===== src/rtl/j1a_pkg.sv =====
// j1a_pkg: opcode, return-stack delta and sequencer state definitions shared across the j1a core
package j1a_pkg;
  localparam logic [2:0] OP_JMP = 3'b000;
  localparam logic [2:0] OP_JZ = 3'b001;
  localparam logic [2:0] OP_CALL = 3'b010;
  localparam logic [2:0] OP_ALU = 3'b011;
  localparam logic [1:0] RD_NONE = 2'b00;
  localparam logic [1:0] RD_PUSH = 2'b01;
  localparam logic [1:0] RD_POP = 2'b11;
  typedef enum logic [1:0] {BOOT, EXEC, RET_WAIT} state_t;
endpackage


===== src/rtl/j1a_pc_seq_if.sv =====
// j1a_pc_seq_if: strobe/data link between the pc sequencer and the return stack
interface j1a_pc_seq_if #(parameter int DATA_W = 16);
  logic rs_push;
  logic rs_pop;
  logic [DATA_W-1:0] rs_in;
  logic [DATA_W-1:0] rs_out;
  modport master(output rs_push, rs_pop, rs_in, input rs_out);
  modport slave(input rs_push, rs_pop, rs_in, output rs_out);
endinterface


===== src/rtl/j1a_rdepth_mon.sv =====
// j1a_rdepth_mon: stack depth counter with sticky overflow/underflow flags
module j1a_rdepth_mon #(parameter int DEPTH = 7) (
  input  logic clk,
  input  logic reset,
  input  logic push,
  input  logic pop,
  output logic [DEPTH:0] depth,
  output logic overflow,
  output logic underflow
);
  localparam logic [DEPTH:0] FULL = {1'b1, {DEPTH{1'b0}}};
  logic [DEPTH:0] r_depth;
  logic r_ovf, r_unf;
  always_ff @(posedge clk) begin
    if (reset) begin
      r_depth <= '0;
      r_ovf <= 1'b0;
      r_unf <= 1'b0;
    end else if (push) begin
      r_depth <= r_depth + 1'b1;
      r_ovf <= r_ovf | (r_depth == FULL);
    end else if (pop) begin
      r_depth <= r_depth - 1'b1;
      r_unf <= r_unf | (r_depth == '0);
    end
  end
  assign depth = r_depth;
  assign overflow = r_ovf;
  assign underflow = r_unf;
endmodule


===== src/rtl/j1a_pc_seq.sv =====
// j1a_pc_seq: program-counter sequencer driving the j1a return stack
module j1a_pc_seq
  import j1a_pkg::*;
#(
  parameter int ADDR_W = 13,
  parameter int DATA_W = 16,
  parameter int DEPTH = 7
) (
  input  logic clk,
  input  logic reset,
  input  logic stall,
  output logic [ADDR_W-1:0] imem_addr,
  input  logic [DATA_W-1:0] insn,
  input  logic [DATA_W-1:0] tos,
  output logic [ADDR_W-1:0] pc,
  j1a_pc_seq_if.master rs,
  output logic [DEPTH:0] rdepth,
  output logic r_overflow,
  output logic r_underflow
);
  state_t r_state, w_state_nx;
  logic [ADDR_W-1:0] r_pc, w_next, w_inc, w_tgt;
  logic [DATA_W-1:0] w_rs_in;
  logic w_push, w_pop, w_gate, w_unused;
  assign w_inc = r_pc + 1'b1;
  assign w_tgt = insn[ADDR_W-1:0];
  assign w_gate = ~stall & ~reset;
  assign w_unused = ^rs.rs_out[DATA_W-1:ADDR_W];
  // literals (insn msb set) fall through to the default pc+1 path
  always_comb begin
    w_push = 1'b0;
    w_pop = 1'b0;
    w_rs_in = tos;
    w_next = w_inc;
    w_state_nx = r_state;
    case (r_state)
      BOOT: begin
        w_next = '0;
        w_state_nx = EXEC;
      end
      RET_WAIT: begin
        w_next = rs.rs_out[ADDR_W-1:0];
        w_state_nx = EXEC;
      end
      default:
        case (insn[DATA_W-1 -: 3])
          OP_JMP: w_next = w_tgt;
          OP_JZ: w_next = (tos == '0) ? w_tgt : w_inc;
          OP_CALL: begin
            w_push = 1'b1;
            w_rs_in = {{(DATA_W-ADDR_W){1'b0}}, w_inc};
            w_next = w_tgt;
          end
          OP_ALU: begin
            w_pop = insn[12] | (insn[3:2] == RD_POP);
            w_push = ~insn[12] & (insn[3:2] == RD_PUSH);
            w_next = insn[12] ? r_pc : w_inc;
            w_state_nx = insn[12] ? RET_WAIT : EXEC;
          end
          default: ;
        endcase
    endcase
  end
  always_ff @(posedge clk) begin
    if (reset) begin
      r_state <= BOOT;
      r_pc <= '0;
    end else if (!stall) begin
      r_state <= w_state_nx;
      r_pc <= w_next;
    end
  end
  assign imem_addr = reset ? '0 : (stall && r_state != RET_WAIT) ? r_pc : w_next;
  assign pc = r_pc;
  assign rs.rs_push = w_push & w_gate;
  assign rs.rs_pop = w_pop & w_gate;
  assign rs.rs_in = w_rs_in;
  j1a_rdepth_mon #(.DEPTH(DEPTH)) u_rdepth (
    .clk(clk),
    .reset(reset),
    .push(rs.rs_push),
    .pop(rs.rs_pop),
    .depth(rdepth),
    .overflow(r_overflow),
    .underflow(r_underflow)
  );
endmodule


===== src/flat_wrapper.sv =====
// flat-port wrapper written by rule: the top's interface ports become plain ports
module j1a_pc_seq_flat import j1a_pkg::*;
#(
  parameter int ADDR_W = 13,
  parameter int DATA_W = 16,
  parameter int DEPTH = 7
)
  (clk, reset, stall, imem_addr, insn, tos, pc, rdepth, r_overflow, r_underflow, rs_rs_push, rs_rs_pop, rs_rs_in, rs_rs_out);
  j1a_pc_seq_if #(.DATA_W(DATA_W)) rs_i ();
  input  logic clk;
  input  logic reset;
  input  logic stall;
  output logic [ADDR_W-1:0] imem_addr;
  input  logic [DATA_W-1:0] insn;
  input  logic [DATA_W-1:0] tos;
  output logic [ADDR_W-1:0] pc;
  output logic [DEPTH:0] rdepth;
  output logic r_overflow;
  output logic r_underflow;
  output wire logic [$bits(rs_i.rs_push)-1:0] rs_rs_push;
  output wire logic [$bits(rs_i.rs_pop)-1:0] rs_rs_pop;
  output wire logic [$bits(rs_i.rs_in)-1:0] rs_rs_in;
  input wire logic [$bits(rs_i.rs_out)-1:0] rs_rs_out;
  assign rs_rs_push = rs_i.rs_push;
  assign rs_rs_pop = rs_i.rs_pop;
  assign rs_rs_in = rs_i.rs_in;
  assign rs_i.rs_out = rs_rs_out;
  j1a_pc_seq #(.ADDR_W(ADDR_W), .DATA_W(DATA_W), .DEPTH(DEPTH)) u_core (.clk(clk), .reset(reset), .stall(stall), .imem_addr(imem_addr), .insn(insn), .tos(tos), .pc(pc), .rs(rs_i), .rdepth(rdepth), .r_overflow(r_overflow), .r_underflow(r_underflow));
endmodule

===== config.mk =====
export PLATFORM = sky130hd
export DESIGN_NAME = j1a_pc_seq_flat
export DESIGN_NICKNAME = d
export VERILOG_FILES = /design/src/rtl/j1a_pkg.sv /design/src/rtl/j1a_pc_seq_if.sv /design/src/rtl/j1a_rdepth_mon.sv /design/src/rtl/j1a_pc_seq.sv /design/src/flat_wrapper.sv
export SDC_FILE = /design/constraint.sdc
export NUM_CORES = 1
export LEC_CHECK = 0
export CAP_MARGIN = 20
export CELL_PAD_IN_SITES_DETAIL_PLACEMENT = 0
export CELL_PAD_IN_SITES_GLOBAL_PLACEMENT = 1
export CORE_ASPECT_RATIO = 0.9
export CORE_UTILIZATION = 30
export DETAILED_ROUTE_END_ITERATION = 8
export DONT_BUFFER_PORTS = 1
export PLACE_DENSITY = 0.57
export SLEW_MARGIN = 5
export SYNTH_ARGS = -nofsm -noshare
export SYNTH_HDL_FRONTEND = slang
export SYNTH_SLANG_ARGS = --single-unit

===== constraint.sdc =====
create_clock -name clk -period 4.4 [get_ports clk]
set_clock_uncertainty 0.15 [all_clocks]
set_input_delay 0.66 -clock clk [delete_from_list [all_inputs] [get_ports clk]]
set_output_delay 0.66 -clock clk [all_outputs]
set_load 0.02 [all_outputs]

# Yosys cells after proc, flatten, opt, wreduce, memory -nomap -nowiden
# Index checks and enable logic that the tools add are counted.
# word_totals
in_bits	51
out_inout_bits	54
register_bits	25
elab_cells	55
# op_classes
n_eq_ne	8
n_addsub	3
n_reduce_logical	11
mux	17
bitwise_logic	11
# ops
op	n
$mux W13	4
$pmux W13 S3	1
$mux W16	2
$pmux W13 S2	1
$logic_not A16 Y1	1
$mux W8	2
$add A13 B1 Y13 const B	1
$add A8 B1 Y8 const B	1
$eq A8 B8 Y1 const B	1
$logic_not A8 Y1	1
$sub A8 B1 Y8 const B	1
$eq A3 B2 Y1 const B	2
$mux W2	3
$and A1 B1 Y1	4
$eq A2 B2 Y1 const B	2
$not A1 Y1	4
$reduce_and A2 Y1	2
$reduce_bool A2 Y1	2
$reduce_or A2 Y1	2
$eq A3 B1 Y1 const B	1
$logic_not A3 Y1	1
$mux W1	3
$or A1 B1 Y1	3
$eq A2 B1 Y1 const B	1
4 further kinds	4

# Logic depth before layout (Yosys ltp)
# logic_depth
depth_word	7
mapped_depth	12
ltp_nobuf	11

# Modules after synthesis
# A second synthesis with hierarchy kept.
# hier_totals
cells_unflattened	378
area_unflattened_um2	2711.4
# by_module_without_submodules
mod	area_per_inst_um2	cells_each	seq_area_each_um2	n_inst
j1a_pc_seq	2077.0	303	300.3	1
j1a_rdepth_mon	634.4	75	200.2	1

# Worst setup path before layout
# OpenSTA, ideal clock, no wires.
# synth_path
path_type	input-to-reg
start	input port stall
end	register u_core.u_rdepth.r_depth[6], in the netlist u_core.u_rdepth.depth[6]
stages	12
n_path_buf	1
slack_ns	0.781
arrival_time_ns	3.334
required_time_ns	4.114
setup_ns	0.136
path_cell_list	buf_2 -> nor2b_1 -> nand3_1 -> a21oi_1 -> inv_1 -> fa_1 -> a21o_1 -> a21oi_1 -> o21ai_0 -> a21oi_1 -> xor2_1 -> o21ai_0
# synth_via
elab_chain_len	4
elab_cells_between_ends	6
cone_classes	1 x mux; 4 x bitwise; 1 x reduce/logical
# synth_lines
element	line_no	rtl
start, declared	flat_wrapper.sv:12	input logic stall;
$not A1 Y1 *	j1a_pc_seq.sv:27	assign w_gate = ~stall & ~reset;
$and A1 B1 Y1 *	j1a_pc_seq.sv:27	
$and A1 B1 Y1 *	j1a_pc_seq.sv:75	assign rs.rs_push = w_push & w_gate;
net rs_rs_push	flat_wrapper.sv:20	output wire logic [$bits(rs_i.rs_push)-1:0] rs_rs_push;
$mux W8 / $reduce_bool A2 Y1 (equally long branches)	n/a	
end signal, assigned	j1a_rdepth_mon.sv:20	r_depth <= r_depth + 1'b1;
end signal, assigned	j1a_rdepth_mon.sv:23	r_depth <= r_depth - 1'b1;
end, declared	j1a_rdepth_mon.sv:12	logic [DEPTH:0] r_depth;
# The timed path passes the listed nets; every way through them passes the cells marked *.
# A chain may end at the register's enable or synchronous reset.

# Worst setup path in the final report
# layout_path
start	register u_core.r_pc[0], in the netlist u_core.pc[0]
end	output port imem_addr[10]
# layout_via
elab_chain_len	6
elab_cells_between_ends	7
cone_classes	1 x add/sub; 6 x mux
# layout_lines
element	line_no	rtl
start, declared	j1a_pc_seq.sv:22	logic [ADDR_W-1:0] r_pc, w_next, w_inc, w_tgt;
start signal, assigned	j1a_pc_seq.sv:70	r_pc <= w_next;
$add A13 B1 Y13 *	j1a_pc_seq.sv:25	assign w_inc = r_pc + 1'b1;
$mux W13, on equally long branches	j1a_pc_seq.sv:57, j1a_pc_seq.sv:48	
$pmux W13 S3 *	j1a_pc_seq.sv:46	case (insn[DATA_W-1 -: 3])
$pmux W13 S2 *	j1a_pc_seq.sv:36	case (r_state)
$mux W13 * (2 in a row)	j1a_pc_seq.sv:73	assign imem_addr = reset ? '0 : (stall && r_state != RET_WAIT) ? r_pc : w_next;
end, declared	flat_wrapper.sv:13	output logic [ADDR_W-1:0] imem_addr;
# Every way passes the cells marked *; elsewhere a longest branch is shown, timed or not.

==> out/metrics.yaml <==
global_route:
  antenna_found_initial: 0
  track_usage_pct: 19.28
  grt_max_degree: 38
  grt_pass1_vias: 2267
  grt_pass1_wl_mm: 12.28
  grt_overflow: 0
yosys:
  synth-xor-area-share_pct: 6.340
  synth_compound_area_share_pct: 30.47
  synthCells: 306
  syn_avg_cell_area_um2: 7.675
  synth_top_flop_cell: "dfxtp_1"
  synth_nets: 365
  async_reset_ff_share_pct: 0
  synth_mux_area_share_pct: 6.926
  synth_top_family_by_area: "compound AO/OA/AOI/OAI gates"
  synthAdderAreaFrac_pct: 4.582
  synth_warnings: 0
  synth-edff-count: 0
  synth_simple_gate_area_share_pct: 24.13
  synth-seq-cells: 25
  ys_types: 58
  yosysSeqAreaShare_pct: 21.31
  synth_area_um2: 2349
setup_path:
  crit_arrival_ps: 2800
  r2r_setup_slack_ps: 1500
  cp-start-kind: "register"
  path_class: "register to primary output"
  reg2regPathDepth: 12
  crit_required_ps: 3590
  crit_fanout: 10
  crit_path_end_kind: "primary output"
pwr:
  p_per_area_nw_per_um2: 214.5
  combPwrFrac_pct: 23.4
  power.switching_mw: 0.1911
  max-vdd-ir-drop_mv: 0.1017
  switching_share_pct: 35.53
  leakage_nw: 0.9613
  internal_power_mw: 0.3468
  pwr-share-seq_pct: 46.9
  clockPowerShare_pct: 29.6
clock_tree:
  ctsResizeCount: 0
  cts_tree: "yes"
  cts_buffer_depth: 2
  cts_sinks: 25
  htreeDepth: 1
  cts.reportedPaths.clkPinSlew_ps: 110
  insertion_delay_ps: 280
  cts-root-buf: "clkbuf_8"
  cts_hold_buf: 0
  post_cts_buffers: 0
  numCtsBuffers: 3
floorplan:
  boundaryPins: 105
  dieArea_um2: 8187
  core_area_um2: 7545
  core.rowCount: 30
  dieWidth_um: 95.27
  start_util_pct: 31.13
  die_h_um: 85.94
routing:
  wl_per_cell_um: 20.31
  ant_nets: 0
  drt-total-wl_mm: 8.044
  drcViolationCount: 0
  dr.pass1.iters: 4
  vias_per_cell: 6.023
  vias: 2385
  drt_iter0_drc: 168
layout:
  final_nets: 360
  drive_gt1_share_pct: 11.33
  syn2layout_area_growth_pct: 6.766
  layout_common_cells: "nand2_1 (31), nor2_1 (26), dfxtp_1 (25)"
  fin_util_pct: 33.23
  instances_no_fill: 396
  diodes: 0
  final_common_cell: "nand2_1"
timing:
  hold_viol: 0
  rsz0062_at_grt: "false"
  setup_viol: 0
  worst_slew_pin_slew_ps: 933.7
  holdWs_ps: 275.6
  period_minus_slack_ps: 3612
  relSlewSlack_pct: 37.23
  final.period_utilization_pct: 82.10
  fmax_ghz: 0.2768
  drv_slew: 0
  tns_ps: 0
place:
  portBuffers: 0
  gp_congestion: 0.8125
  dp_hpwl_mm: 5.935
  dp_cells: 392
worst_hold_path:
  hold_class: "input pin to register"
  hold_depth: 1
flow_run:
  max-cap-violations: 0
outcome:
  outcome: "complete, no violations"
-- through the flow --
| step | setup slack (ps) | total power, mW | instance area [µm²] |
|---|---|---|---|
| 6_report | 787.7 | 0.5378 | 2507 |
| 5_1_grt | 587.4 | 0.5667 | 2507 |
| 4_1_cts | 788.7 | 0.5493 | 2507 |
| 3_5_place_dp | 875.4 | 0.3831 | 2457 |
| 3_3_place_gp | 849.5 | 0.3828 | 2457 |
| 2_1_floorplan | 780.8 | 0.3631 | 2349 |
-- logic make-up after synthesis --
logic type / after synthesis
compound gates: 96
buf+inv: 34
fa+ha+maj: 8
simple gates: 111
flops: 25
xor+xnor: 17
mux: 15
-- worst max-delay path, stage by stage, from the launching register on --
cell	delay, ps
dfxtp_1	680
ha_1	330
and3_1	350
nand2_1	110
xnor2_1	250
a221oi_1	160
o41ai_1	410
buf_4	220
-- layout make-up --
class,instances,area [µm²]
fill,824,5037
timing repair buffer,12,90.09
clock buffer,3,41.29
multi-input combinational,247,1702
inverter,12,45.04
clock inverter,1,8.758
tap,96,120.1
sequential,25,500.5
-- power groups by stage --
stage / Clock (mW) / Sequential (mW) / Combinational [mW]
2_1_floorplan: 0 / 0.252 / 0.111
3_3_place_gp: 0 / 0.258 / 0.125
5_1_grt: 0.174 / 0.254 / 0.139
4_1_cts: 0.171 / 0.252 / 0.126
3_5_place_dp: 0 / 0.258 / 0.125
6_report: 0.159 / 0.252 / 0.126
-- cells in the mapped netlist (all sizes together) (3+ instances only) --
| library cell | count | area share (%) |
|---|---|---|
| a211oi | 7 | 2.2 |
| dfxtp | 25 | 21 |
| o21ai | 10 | 2.1 |
| mux2i | 5 | 2.1 |
| o41ai | 4 | 1.8 |
| and4 | 3 | 1.1 |
| nand2b | 4 | 1.1 |
| a222oi | 3 | 1.3 |
| a21oi | 20 | 4.3 |
| nor4 | 5 | 1.6 |
| ha | 7 | 3.7 |
| nand3 | 12 | 2.6 |
| xnor2 | 11 | 4.1 |
| and2 | 5 | 1.3 |
| buf | 11 | 2.6 |
| mux2 | 10 | 4.8 |
| o22ai | 3 | 0.80 |
| inv | 12 | 1.9 |
| xor2 | 6 | 2.2 |
| nor2b | 6 | 1.7 |
| a21o | 3 | 0.96 |
| clkbuf | 11 | 1.8 |
| nand2 | 32 | 5.2 |
| nor2 | 28 | 5.3 |
| o32ai | 5 | 1.9 |
| a22o | 5 | 1.9 |
| nor3 | 5 | 1.1 |
| and3 | 6 | 1.6 |
| a221oi | 12 | 4.7 |
-- registers in the layout (all words and copies together) (netlist names) --
register and count:
u_core.pc 13, u_core.u_rdepth.depth 8, u_core.r_state 2, u_core.u_rdepth.overflow 1, u_core.u_rdepth.underflow 1
-- metal layers --
layer	global-route usage (%)	wire length (µm)	vias to the layer above
met3	5.053	625	4
met2	28.77	3606	89
met4	3.444	43	0
met1	27.77	3769	1148
li1	-	-	1144
met5	0	0	-
-- worst paths after layout --
| check | endpoint | startpoint |
|---|---|---|
| worst max-delay path | imem_addr[10] | u_core.pc[0]$_SDFFE_PP0N_ |
| worst min-delay path | u_core.u_rdepth.depth[2]$_SDFFE_PP0P_ | reset |
| worst max register to register | u_core.u_rdepth.depth[7]$_SDFFE_PP0P_ | u_core.r_state[0]$_SDFFE_PP0P_ |
| worst min register to register | u_core.u_rdepth.overflow$_SDFFE_PP0P_ | u_core.u_rdepth.overflow$_SDFFE_PP0P_ |
No activity file was read; power rests on OpenSTA's default activity.
